### config.mk
export PLATFORM = sky130hd
export DESIGN_NAME = clk_div_bank
export DESIGN_NICKNAME = d
export VERILOG_FILES = /design/src/rtl/clk_div_pkg.sv /design/src/rtl/clk_div_ch.sv /design/src/rtl/clk_div_bank.sv
export SDC_FILE = /design/constraint.sdc
export NUM_CORES = 1
export LEC_CHECK = 0
export ABC_AREA = 0
export CAP_MARGIN = 20
export CORE_MARGIN = 3
export CORE_UTILIZATION = 64
export CTS_CLUSTER_DIAMETER = 120
export DETAILED_ROUTE_END_ITERATION = 7
export DONT_BUFFER_PORTS = 1
export PLACE_DENSITY = 0.8
export SLEW_MARGIN = 0
export SYNTH_ARGS = -nofsm -noshare
export SYNTH_HDL_FRONTEND = slang
export SYNTH_SLANG_ARGS = --single-unit
### constraint.sdc
create_clock -name clk -period 2.7 [get_ports clk]
set_input_delay 0.54 -clock clk [delete_from_list [all_inputs] [get_ports clk]]
set_output_delay 0.54 -clock clk [all_outputs]
set_load 0.005 [all_outputs]
### src/rtl/clk_div_pkg.sv
// Purpose : shared defaults and helpers for the clock-divider bank.
// Latency : n/a (constants and a width function only).
// Backpressure: n/a.
package clk_div_pkg;

    // Default counter/divisor width and reset divisor for a full-size build.
    localparam int DEF_CNT_W = 25;
    localparam int DEF_DIV   = 100000;

    // Select-bus width for a bank of n channels: max(1, clog2(n)).
    function automatic int sel_w(input int n);
        int w;
        w = $clog2(n);
        return (w < 1) ? 1 : w;
    endfunction

endpackage

### src/rtl/clk_div_ch.sv
// Purpose : one divider channel -- counter, active/shadow divisor, tick and toggle outputs.
// Latency : tick/clk_out registered; they update on the terminal-count edge (D+1 edges into a period).
// Backpressure: none; writes are always accepted, and a running channel defers them to its next terminal count.
//
// Ports:
//   clk, rst_n      system clock, asynchronous active-low reset
//   en              run enable (low clears the count and the outputs)
//   sync_clr        restart the channel and apply any pending divisor
//   wr_en, wr_val   decoded divisor write strobe and value
//   tick            one-cycle pulse per period
//   clk_out         toggles once per period
//   pend            a shadow divisor is waiting for the next terminal count
module clk_div_ch #(
    parameter int CNT_W       = 25,
    parameter int DEFAULT_DIV = 100000
) (
    input  logic             clk,
    input  logic             rst_n,
    input  logic             en,
    input  logic             sync_clr,
    input  logic             wr_en,
    input  logic [CNT_W-1:0] wr_val,
    output logic             tick,
    output logic             clk_out,
    output logic             pend
);

    localparam logic [CNT_W-1:0] DIV_RST = CNT_W'(DEFAULT_DIV);

    logic [CNT_W-1:0] cnt_q, cnt_d;
    logic [CNT_W-1:0] act_q, act_d;
    logic [CNT_W-1:0] shd_q, shd_d;
    logic             pend_q, pend_d;
    logic             tick_q, tick_d;
    logic             clk_q, clk_d;
    logic             terminal;

    // The count runs 0..act inclusive, so a period is act+1 edges and the
    // counter can never pass act (no wrap even for act = all ones).
    assign terminal = (cnt_q == act_q);

    always_comb begin
        cnt_d  = cnt_q;
        act_d  = act_q;
        shd_d  = shd_q;
        pend_d = pend_q;
        tick_d = tick_q;
        clk_d  = clk_q;

        if (sync_clr) begin
            cnt_d  = '0;
            tick_d = 1'b0;
            clk_d  = 1'b0;
            if (pend_q) begin
                act_d = shd_q;
            end
            pend_d = 1'b0;
            // A write in the same cycle as the restart takes effect at once
            // and supersedes any shadow value just applied.
            if (wr_en) begin
                act_d = wr_val;
            end
        end else if (!en) begin
            // Idle: partial count is discarded; divisor/pend state retained.
            cnt_d  = '0;
            tick_d = 1'b0;
            clk_d  = 1'b0;
            if (wr_en) begin
                act_d  = wr_val;
                pend_d = 1'b0;
            end
        end else begin
            if (terminal) begin
                cnt_d  = '0;
                tick_d = 1'b1;
                clk_d  = ~clk_q;
                if (pend_q) begin
                    act_d  = shd_q;
                    pend_d = 1'b0;
                end
            end else begin
                cnt_d  = cnt_q + CNT_W'(1);
                tick_d = 1'b0;
            end
            // Running channel: park the new value in the shadow. On a terminal
            // edge the older shadow was just applied above; this one waits for
            // the following terminal count.
            if (wr_en) begin
                shd_d  = wr_val;
                pend_d = 1'b1;
            end
        end
    end

    always_ff @(posedge clk or negedge rst_n) begin
        if (!rst_n) begin
            cnt_q  <= '0;
            act_q  <= DIV_RST;
            shd_q  <= DIV_RST;
            pend_q <= 1'b0;
            tick_q <= 1'b0;
            clk_q  <= 1'b0;
        end else begin
            cnt_q  <= cnt_d;
            act_q  <= act_d;
            shd_q  <= shd_d;
            pend_q <= pend_d;
            tick_q <= tick_d;
            clk_q  <= clk_d;
        end
    end

    assign tick    = tick_q;
    assign clk_out = clk_q;
    assign pend    = pend_q;

endmodule

### src/rtl/clk_div_bank.sv
// Purpose : bank of NUM_CH runtime-programmable clock dividers with glitch-free divisor update and common restart.
// Latency : outputs registered; each channel ticks D+1 edges after enable/restart, then every D+1 cycles.
// Backpressure: none; out-of-range divisor writes are dropped.
//
// Ports:
//   clk, rst_n      system clock, asynchronous active-low reset
//   en[NUM_CH]      per-channel run enable
//   sync_clr        restart every channel in the same cycle
//   div_we/div_sel/div_val   divisor write strobe, target channel, value D
//   tick[NUM_CH]    one-cycle pulse per period (D+1 cycles)
//   clk_out[NUM_CH] toggle output, full period 2*(D+1)
//   div_pend[NUM_CH] shadow divisor waiting to be applied
module clk_div_bank
    import clk_div_pkg::*;
#(
    parameter  int NUM_CH      = 2,
    parameter  int CNT_W       = DEF_CNT_W,
    parameter  int DEFAULT_DIV = DEF_DIV,
    localparam int SEL_W       = sel_w(NUM_CH)
) (
    input  logic              clk,
    input  logic              rst_n,
    input  logic [NUM_CH-1:0] en,
    input  logic              sync_clr,
    input  logic              div_we,
    input  logic [SEL_W-1:0]  div_sel,
    input  logic [CNT_W-1:0]  div_val,
    output logic [NUM_CH-1:0] tick,
    output logic [NUM_CH-1:0] clk_out,
    output logic [NUM_CH-1:0] div_pend
);

    for (genvar i = 0; i < NUM_CH; i++) begin : g_ch
        localparam logic [SEL_W-1:0] IDX = SEL_W'(i);

        // A select value at or above NUM_CH matches no channel, so such a
        // write changes nothing.
        logic wr_en;
        assign wr_en = div_we && (div_sel == IDX);

        clk_div_ch #(
            .CNT_W       (CNT_W),
            .DEFAULT_DIV (DEFAULT_DIV)
        ) u_ch (
            .clk      (clk),
            .rst_n    (rst_n),
            .en       (en[i]),
            .sync_clr (sync_clr),
            .wr_en    (wr_en),
            .wr_val   (div_val),
            .tick     (tick[i]),
            .clk_out  (clk_out[i]),
            .pend     (div_pend[i])
        );
    end

endmodule
# After elaboration in Yosys (flattened, before gate mapping)
# Cells that the tools add are included.
# op_classes
n_lt_le_gt_ge	0
div	0
add_sub_neg	2
n_reduce_logical	12
shift	0
eq_ne	4
n_mux	40
bitwise_logic	4
mul	0
# ops
op	n
$mux 25	18
$add 25x1->25 const B	2
$eq 25x25->1	2
$mux 1	22
$reduce_bool 3->1	4
$reduce_and 2->1	4
$ne 3x1->1 const B	2
$reduce_and 3->1	2
$not 1->1	4
$logic_and 1x1->1	2
# totals
output_inout_bits	6
ram_bits	0
register_bits	156
latchBits	0
inputBits	32
mem_bits_ro	0
n_memories	0

# Logic depth before layout (Yosys ltp)
# Gate-level depths: netlist of run 1.
# logic_depth
ltp_word	5
depth_mapped	8
ltp_nobuf	6

# Modules after synthesis
# From an unflattened synthesis of run 1, not the netlist that was laid out.
# unflattened
hier_cells	628
hier_area_um2	7688.6
# by_module_without_submodules
module	area_each_um2	cells_per_inst	seq_area_each_um2	instances
clk_div_ch	3836.2	313	1966.9	2
clk_div_bank	16.3	2	0.0	1

# Worst setup path before layout of run 1
# No wires, ideal clock.
# synth_path
path_kind	flip-flop to flip-flop
startpoint	register g_ch[0].u_ch.cnt_q[2]
endpoint	register g_ch[0].u_ch.act_q[11]
t_required_ps	2558
path_stages_with_launch	8
n_path_buf	2
setup_time_ps	142
period_less_slack_ps	2152
path_slack_ps	548
arrival_time_ps	2010
path_cell_list	dfrtp_1 -> clkbuf_1 -> xor2_1 -> nor4_1 -> nand3b_1 -> o31ai_1 -> buf_2 -> a32oi_1
# synth_between
elab_chain_cells	3
# synth_lines
item	line	source
from (decl)	clk_div_ch.sv:30	logic [CNT_W-1:0] cnt_q, cnt_d;
from (signal assigned)	clk_div_ch.sv:104	cnt_q <= cnt_d;
$eq 25x25->1	clk_div_ch.sv:40	assign terminal = (cnt_q == act_q);
$ne 3x1->1 (no source line)	--	
$reduce_and 2->1 (no source line)	--	
to (signal assigned)	clk_div_ch.sv:105	act_q <= act_d;
to (decl)	clk_div_ch.sv:31	logic [CNT_W-1:0] act_q, act_d;
# No other way between the ends.
# A chain may end at the register's enable or synchronous reset.

# Final worst setup path of run 1
# layout_path
startpoint	register g_ch[1].u_ch.act_q[10]
endpoint	register g_ch[1].u_ch.act_q[0]
# layout_between
elab_chain_cells	3
# layout_lines
item	line
from (decl)	clk_div_ch.sv:31
from (signal assigned)	clk_div_ch.sv:105
$eq 25x25->1	clk_div_ch.sv:40
$ne 3x1->1 (no source line)	--
$reduce_and 2->1 (no source line)	--
# No other way between the ends.

==> flow_summary.toml, run 1 <==
[route]
routedWlPerCell_um = 18.78
firstDrtPassIters = 7
drtIter0Drc = 414
vias = 5298
totalWireLength_um = 15740
post_drt_via_cell_ratio = 6.322
route.antenna.remaining_nets = 0
drc_errors = 0

[grt]
grt_pass1_wl_um = 26240
gr-usage-all-layers_pct = 25.66
antenna_found_initial = 0
grt_max_degree = 157
grt_pass1_vias = 5382
grt.overflow.total = 0

[critical_path]
crit_slowest_cell = "or4_1"
critical_path_required_ns = 3.04
reg2reg_from = "g_ch[1].u_ch.act_q[10]$_DFFE_PN1P_"
endpoint_kind = "register"
cp_max_fo = 25
worstPathArrival_ns = 2.67
worst_r2r_endpoint = "g_ch[1].u_ch.act_q[0]$_DFFE_PN0P_"
path_cells = "xor2_1 > nor4_1 > nand4_1 > or4_1 > buf_4 > a32oi_1"
critical_path_class = "reg -> reg"
start_kind = "register"
r2r_slack_ns = 0.37
slowest_delay_ns = 0.56
reg2reg_depth = 6

[timing]
worst_pin_slew_ns = 0.8235
max-slew-margin-rel_pct = 44.96
setup_viol = 0
holdWs_ns = -0.1965
period_share_pct = 86.36
finalMaxSlewViolations = 0
rsz0062_at_grt = "false"
finClkSkew_ns = 0.009230
fmax_ghz = 0.4289
setup_slack_ns = 0.3683
period_minus_slack_ns = 2.332
report.final.hold_viol_count = 147
tns_ns = 0

[power]
finalPower_mw = 5.848
ir_drop_v = 0.0009086
p_per_area_nw_per_um2 = 718.5
p_leak_nw = 3.439

[logic_synthesis]
yosysUniqueCellTypes = 34
netlist_area_um2 = 7493
synth_cells = 695
ys_seq_area_share_pct = 52.50
synthTopCellsByArea = "dfrtp_1 (44%), dfstp_2 (8.4%), mux2_2 (7.5%)"
yosys_warnings = 0
synth_top_cell_area_share_pct = 44.08
ys_ff_latch = 156
syn_nets = 729
yosysTopAreaCell = "dfrtp_1"
synth_area_per_cell_um2 = 10.78

[cts]
clockBufferDepth = 2
clk_latency_ns = 0.43
clock_sinks = 156
root_buffer = "clkbuf_16"
cts_buffers = 17
path_clk_slew_ns = 0.06
cts_tree = "done"
htreeDepth = 4

[place]
gp_congestion = 0.8558
dp_slack_ns = 0.1637
port_buffers = 0
place_hpwl_um = 10580
placed_cells = 806

[die]
chipHeight_um = 114.2
io_pins = 38
core_um2 = 11130
dieWidth_um = 114.2
dieArea_um2 = 13040
fp-row-count = 38
start_util_pct = 67.35

[layout]
post_layout_nonfiller_instances = 838
diodes = 0
mostFrequentLayoutCells = "dfrtp_1 (132), nor2_1 (66), inv_1 (62)"
n_fill_cell = 730
syn_to_final_growth_pct = 8.616
drive_gt1_share_pct = 17.34
nNetsFinal = 719
final_common_cell = "dfrtp_1"

[run_status]
failed_checks = "negative hold slack"
status = "complete, but fails checks"

[min_path]
hp-class = "in -> async"

[run]
drv_cap = 0
logic make-up after synthesis:
logic type | share of synthesized area [%]
adder cells (fa/ha/maj) | 0.3339
buffers and inverters | 6.078
XOR/XNOR | 11.10
AND/OR/NAND/NOR | 10.69
flip-flops | 52.50
AO/OA/AOI/OAI | 11.79
multiplexers | 7.514
critical path, delay by kind of cell (launching register included):
kind / cells / cell delay (ns)
and+or+nand+nor: 3 / 1.14
DFF: 1 / 0.54
buffers and inverters: 1 / 0.23
AOI/OAI and AO/OA: 1 / 0.23
xor gates and xnor gates: 1 / 0.09
registers in the layout (all words and copies together), names as in the netlist:
| name | count |
|---|---|
| g_ch.u_ch.act_q | 50 |
| g_ch.u_ch.shd_q | 50 |
| g_ch.u_ch.tick | 2 |
| g_ch.u_ch.pend | 2 |
| g_ch.u_ch.clk_out | 2 |
| g_ch.u_ch.cnt_q | 50 |
layer usage:
layer / vias up / GRT usage [%] / routed length (um)
met2: 151 / 39.62 / 7463
li1: 2447 / - / -
met3: 27 / 9.937 / 1293
met1: 2673 / 33.44 / 6738
met5: - / 0 / 0
met4: 0 / 8.789 / 243
synthesized netlist by cell type, drive strengths merged:
cell type,instances
nor3,14
nand3b,2
or4,2
a32oi,50
and4,7
nor4,14
nor2b,2
xnor2,39
nand2,19
nor2,67
clkbuf,27
xor2,56
or3,3
o21ai,7
mux2,50
buf,16
nor3b,1
o22ai,52
and3,4
a21boi,2
dfrtp,132
o31ai,4
ha,2
nand3,18
dfstp,24
a21o,2
nand4,9
nand2b,3
a21oi,5
inv,62
report_power, final:
group          leakage (nW)  switching [mW]  total (mW)  internal [mW]
Combinational          1.25           0.301       0.643          0.342
Sequential             1.91           0.208        2.91           2.71
Clock                 0.280           0.893        2.29           1.40
Total                  3.44            1.40        5.85           4.45
worst max path at each step:
stage,from,to,slack (ns)
2_1_floorplan,g_ch[0].u_ch.cnt_q[2]$_DFF_PN0_,g_ch[0].u_ch.act_q[11]$_DFFE_PN0P_,0.55
4_1_cts,g_ch[0].u_ch.cnt_q[17]$_DFF_PN0_,g_ch[0].u_ch.act_q[15]$_DFFE_PN1P_,0.13
3_3_place_gp,g_ch[0].u_ch.cnt_q[23]$_DFF_PN0_,g_ch[0].u_ch.act_q[24]$_DFFE_PN0P_,0.27
3_5_place_dp,g_ch[0].u_ch.cnt_q[17]$_DFF_PN0_,g_ch[0].u_ch.act_q[15]$_DFFE_PN1P_,0.16
5_1_grt,g_ch[1].u_ch.cnt_q[4]$_DFF_PN0_,g_ch[1].u_ch.act_q[24]$_DFFE_PN0P_,0.20
6_report,g_ch[1].u_ch.act_q[10]$_DFFE_PN1P_,g_ch[1].u_ch.act_q[0]$_DFFE_PN0P_,0.37
final cells by class:
| type | count | area [um^2] | area share (%) |
|---|---|---|---|
| Sequential cell | 156 | 3934 | 48.33 |
| Multi-Input combinational cell | 434 | 3127 | 38.42 |
| Clock buffer | 23 | 467.9 | 5.749 |
| Inverter | 62 | 232.7 | 2.859 |
| Tap cell | 140 | 175.2 | 2.152 |
| Timing Repair Buffer | 14 | 105.1 | 1.291 |
| Clock inverter | 9 | 97.59 | 1.199 |
metrics by stage:
step                      hold WS, ns  utilization [%]  cell area (um^2)
final                         -0.1965            73.16              8139
after global routing          -0.2105            73.16              8139
after CTS                     -0.2054            73.12              8135
after detailed placement       0.2505            68.04              7570
after global placement         0.2497            68.04              7570
after floorplan                0.2444                -              7493
timing repair:
item | CTS | global route
endpoints found under the hold margin | 156 | 136
setup endpoints to repair | 0 | 25
buffers inserted | 0 | 0
resized for setup | 0 | 1
Power figures use the tool's default switching activity.
==> inputs of run 2 (changes only) <==
- CORE_UTILIZATION: 64 -> 60
- DONT_BUFFER_PORTS: 1 -> default
==> flow_summary.toml, run 2 (synthesized netlist as in run 1, its figures left out) <==
[cts]
path_clk_slew_ns = 0.06
cts_tree = "done"
clockBufferDepth = 2
cts_resized = 0
cts_buffers = 17
htreeDepth = 4
clk_latency_ns = 0.43
clock_sinks = 156
holdBufCountCts = 0
cts_setup_buffers = 0
root_buffer = "clkbuf_16"

[critical_path]
crit_path_start = "g_ch[1].u_ch.cnt_q[19]$_DFF_PN0_"
reg2reg_from = "g_ch[1].u_ch.cnt_q[19]$_DFF_PN0_"
worstPathArrival_ns = 2.71
r2r_slack_ns = 0.32
worst_r2r_endpoint = "g_ch[1].u_ch.act_q[14]$_DFFE_PN0P_"
critical_path_class = "reg -> reg"
endpoint_kind = "register"
reg2reg_depth = 6
critical_path_required_ns = 3.03
cp_max_fo = 25
start_kind = "register"

[timing]
period_minus_slack_ns = 2.383
tns_ns = 0
report.final.hold_viol_count = 0
finClkSkew_ns = 0.008247
setup_viol = 0
rsz0062_at_grt = "false"
max-slew-margin-rel_pct = 69.84
finalMaxSlewViolations = 0
worst_pin_slew_ns = 0.4524
period_share_pct = 88.25
fmax_ghz = 0.4197

[route]
drc_errors = 0
route.antenna.remaining_nets = 0
drtIter0Drc = 400
firstDrtPassIters = 5
totalWireLength_um = 16850
routedWlPerCell_um = 18.54
post_drt_via_cell_ratio = 6.065
vias = 5513

[die]
dieWidth_um = 117.8
chipHeight_um = 117.8
core_um2 = 12110
fp-row-count = 40
dieArea_um2 = 13870
io_pins = 38
start_util_pct = 61.87

[place]
placed_cells = 877
place_hpwl_um = 11440
port_buffers = 37
gp_congestion = 0.8122

[min_path]
hp-class = "in -> async"

[layout]
diodes = 0
mostFrequentLayoutCells = "dfrtp_1 (132), nor2_1 (66), inv_1 (62)"
reg.largest.list = "g_ch.u_ch.act_q (50), g_ch.u_ch.cnt_q (50), g_ch.u_ch.shd_q (50)"
post_layout_nonfiller_instances = 909
drive_gt1_share_pct = 16.33
syn_to_final_growth_pct = 14.68
final_common_cell = "dfrtp_1"
nNetsFinal = 762

[power]
p_per_area_nw_per_um2 = 699.0
ir_drop_v = 0.0004842
p_leak_nw = 3.603
finalPower_mw = 6.007

[grt]
grt_pass1_wl_um = 28760
gr-usage-all-layers_pct = 25.90
grt_max_degree = 56
grt_pass1_vias = 5733
grt.overflow.total = 0
antenna_found_initial = 0

[run_status]
status = "completed"

[run]
drv_cap = 0
-- run 2: critical path: stages (launching register included) --
cell and delay (ns):
dfrtp_1 0.44, xor2_1 0.17, nor4_1 0.39, nand4_1 0.25, or4_1 0.56, buf_4 0.23, a32oi_1 0.25
-- run 2: per-layer routing --
layer  wire [um]  up-vias  global-route usage (%)
met4         311        0                   8.132
met2        8319      173                   42.54
met5           0        -                       0
met1        7352     2788                   33.99
met3         869       28                   6.631
li1            -     2524                       -
-- run 2: final cells by class --
cell class / instances / area [um^2]
flip-flops and latches: 156 / 3934
fillers: 846 / 3518
multi-input cells: 434 / 3117
repair buffers: 57 / 534.3
clock buffers: 29 / 500.5
inverters: 62 / 232.7
well taps: 168 / 210.2
clock inverters: 3 / 65.06
-- run 2: worst max-delay path by stage --
| stage | endpoint | slack, ns |
|---|---|---|
| after detailed placement | g_ch[1].u_ch.act_q[14]$_DFFE_PN0P_ | 0.15 |
| after global routing | g_ch[1].u_ch.act_q[24]$_DFFE_PN0P_ | 0.21 |
| after floorplan | g_ch[0].u_ch.act_q[11]$_DFFE_PN0P_ | 0.55 |
| after CTS | g_ch[1].u_ch.act_q[14]$_DFFE_PN0P_ | 0.35 |
| after global placement | g_ch[1].u_ch.act_q[16]$_DFFE_PN1P_ | 0.26 |
| final | g_ch[1].u_ch.act_q[14]$_DFFE_PN0P_ | 0.32 |
-- run 2: report_power, final --
group | switching [mW] | internal, mW | total, mW
Combinational | 0.392 | 0.391 | 0.782
Clock | 0.875 | 1.43 | 2.31
Sequential | 0.209 | 2.71 | 2.91
-- run 2: per-stage QoR --
| step | setup WS (ns) | utilization [%] | hold slack [ns] | area (um^2) |
|---|---|---|---|---|
| global route | 0.2139 | 70.95 | 0.06419 | 8593 |
| CTS | 0.3536 | 70.95 | 0.05954 | 8593 |
| floorplan | 0.5482 | - | 0.2444 | 7493 |
| finish | 0.3171 | 70.95 | 0.05004 | 8593 |
| detailed placement | 0.1533 | 66.28 | 0.4949 | 8028 |
| global placement | 0.2603 | 66.28 | 0.4886 | 8028 |
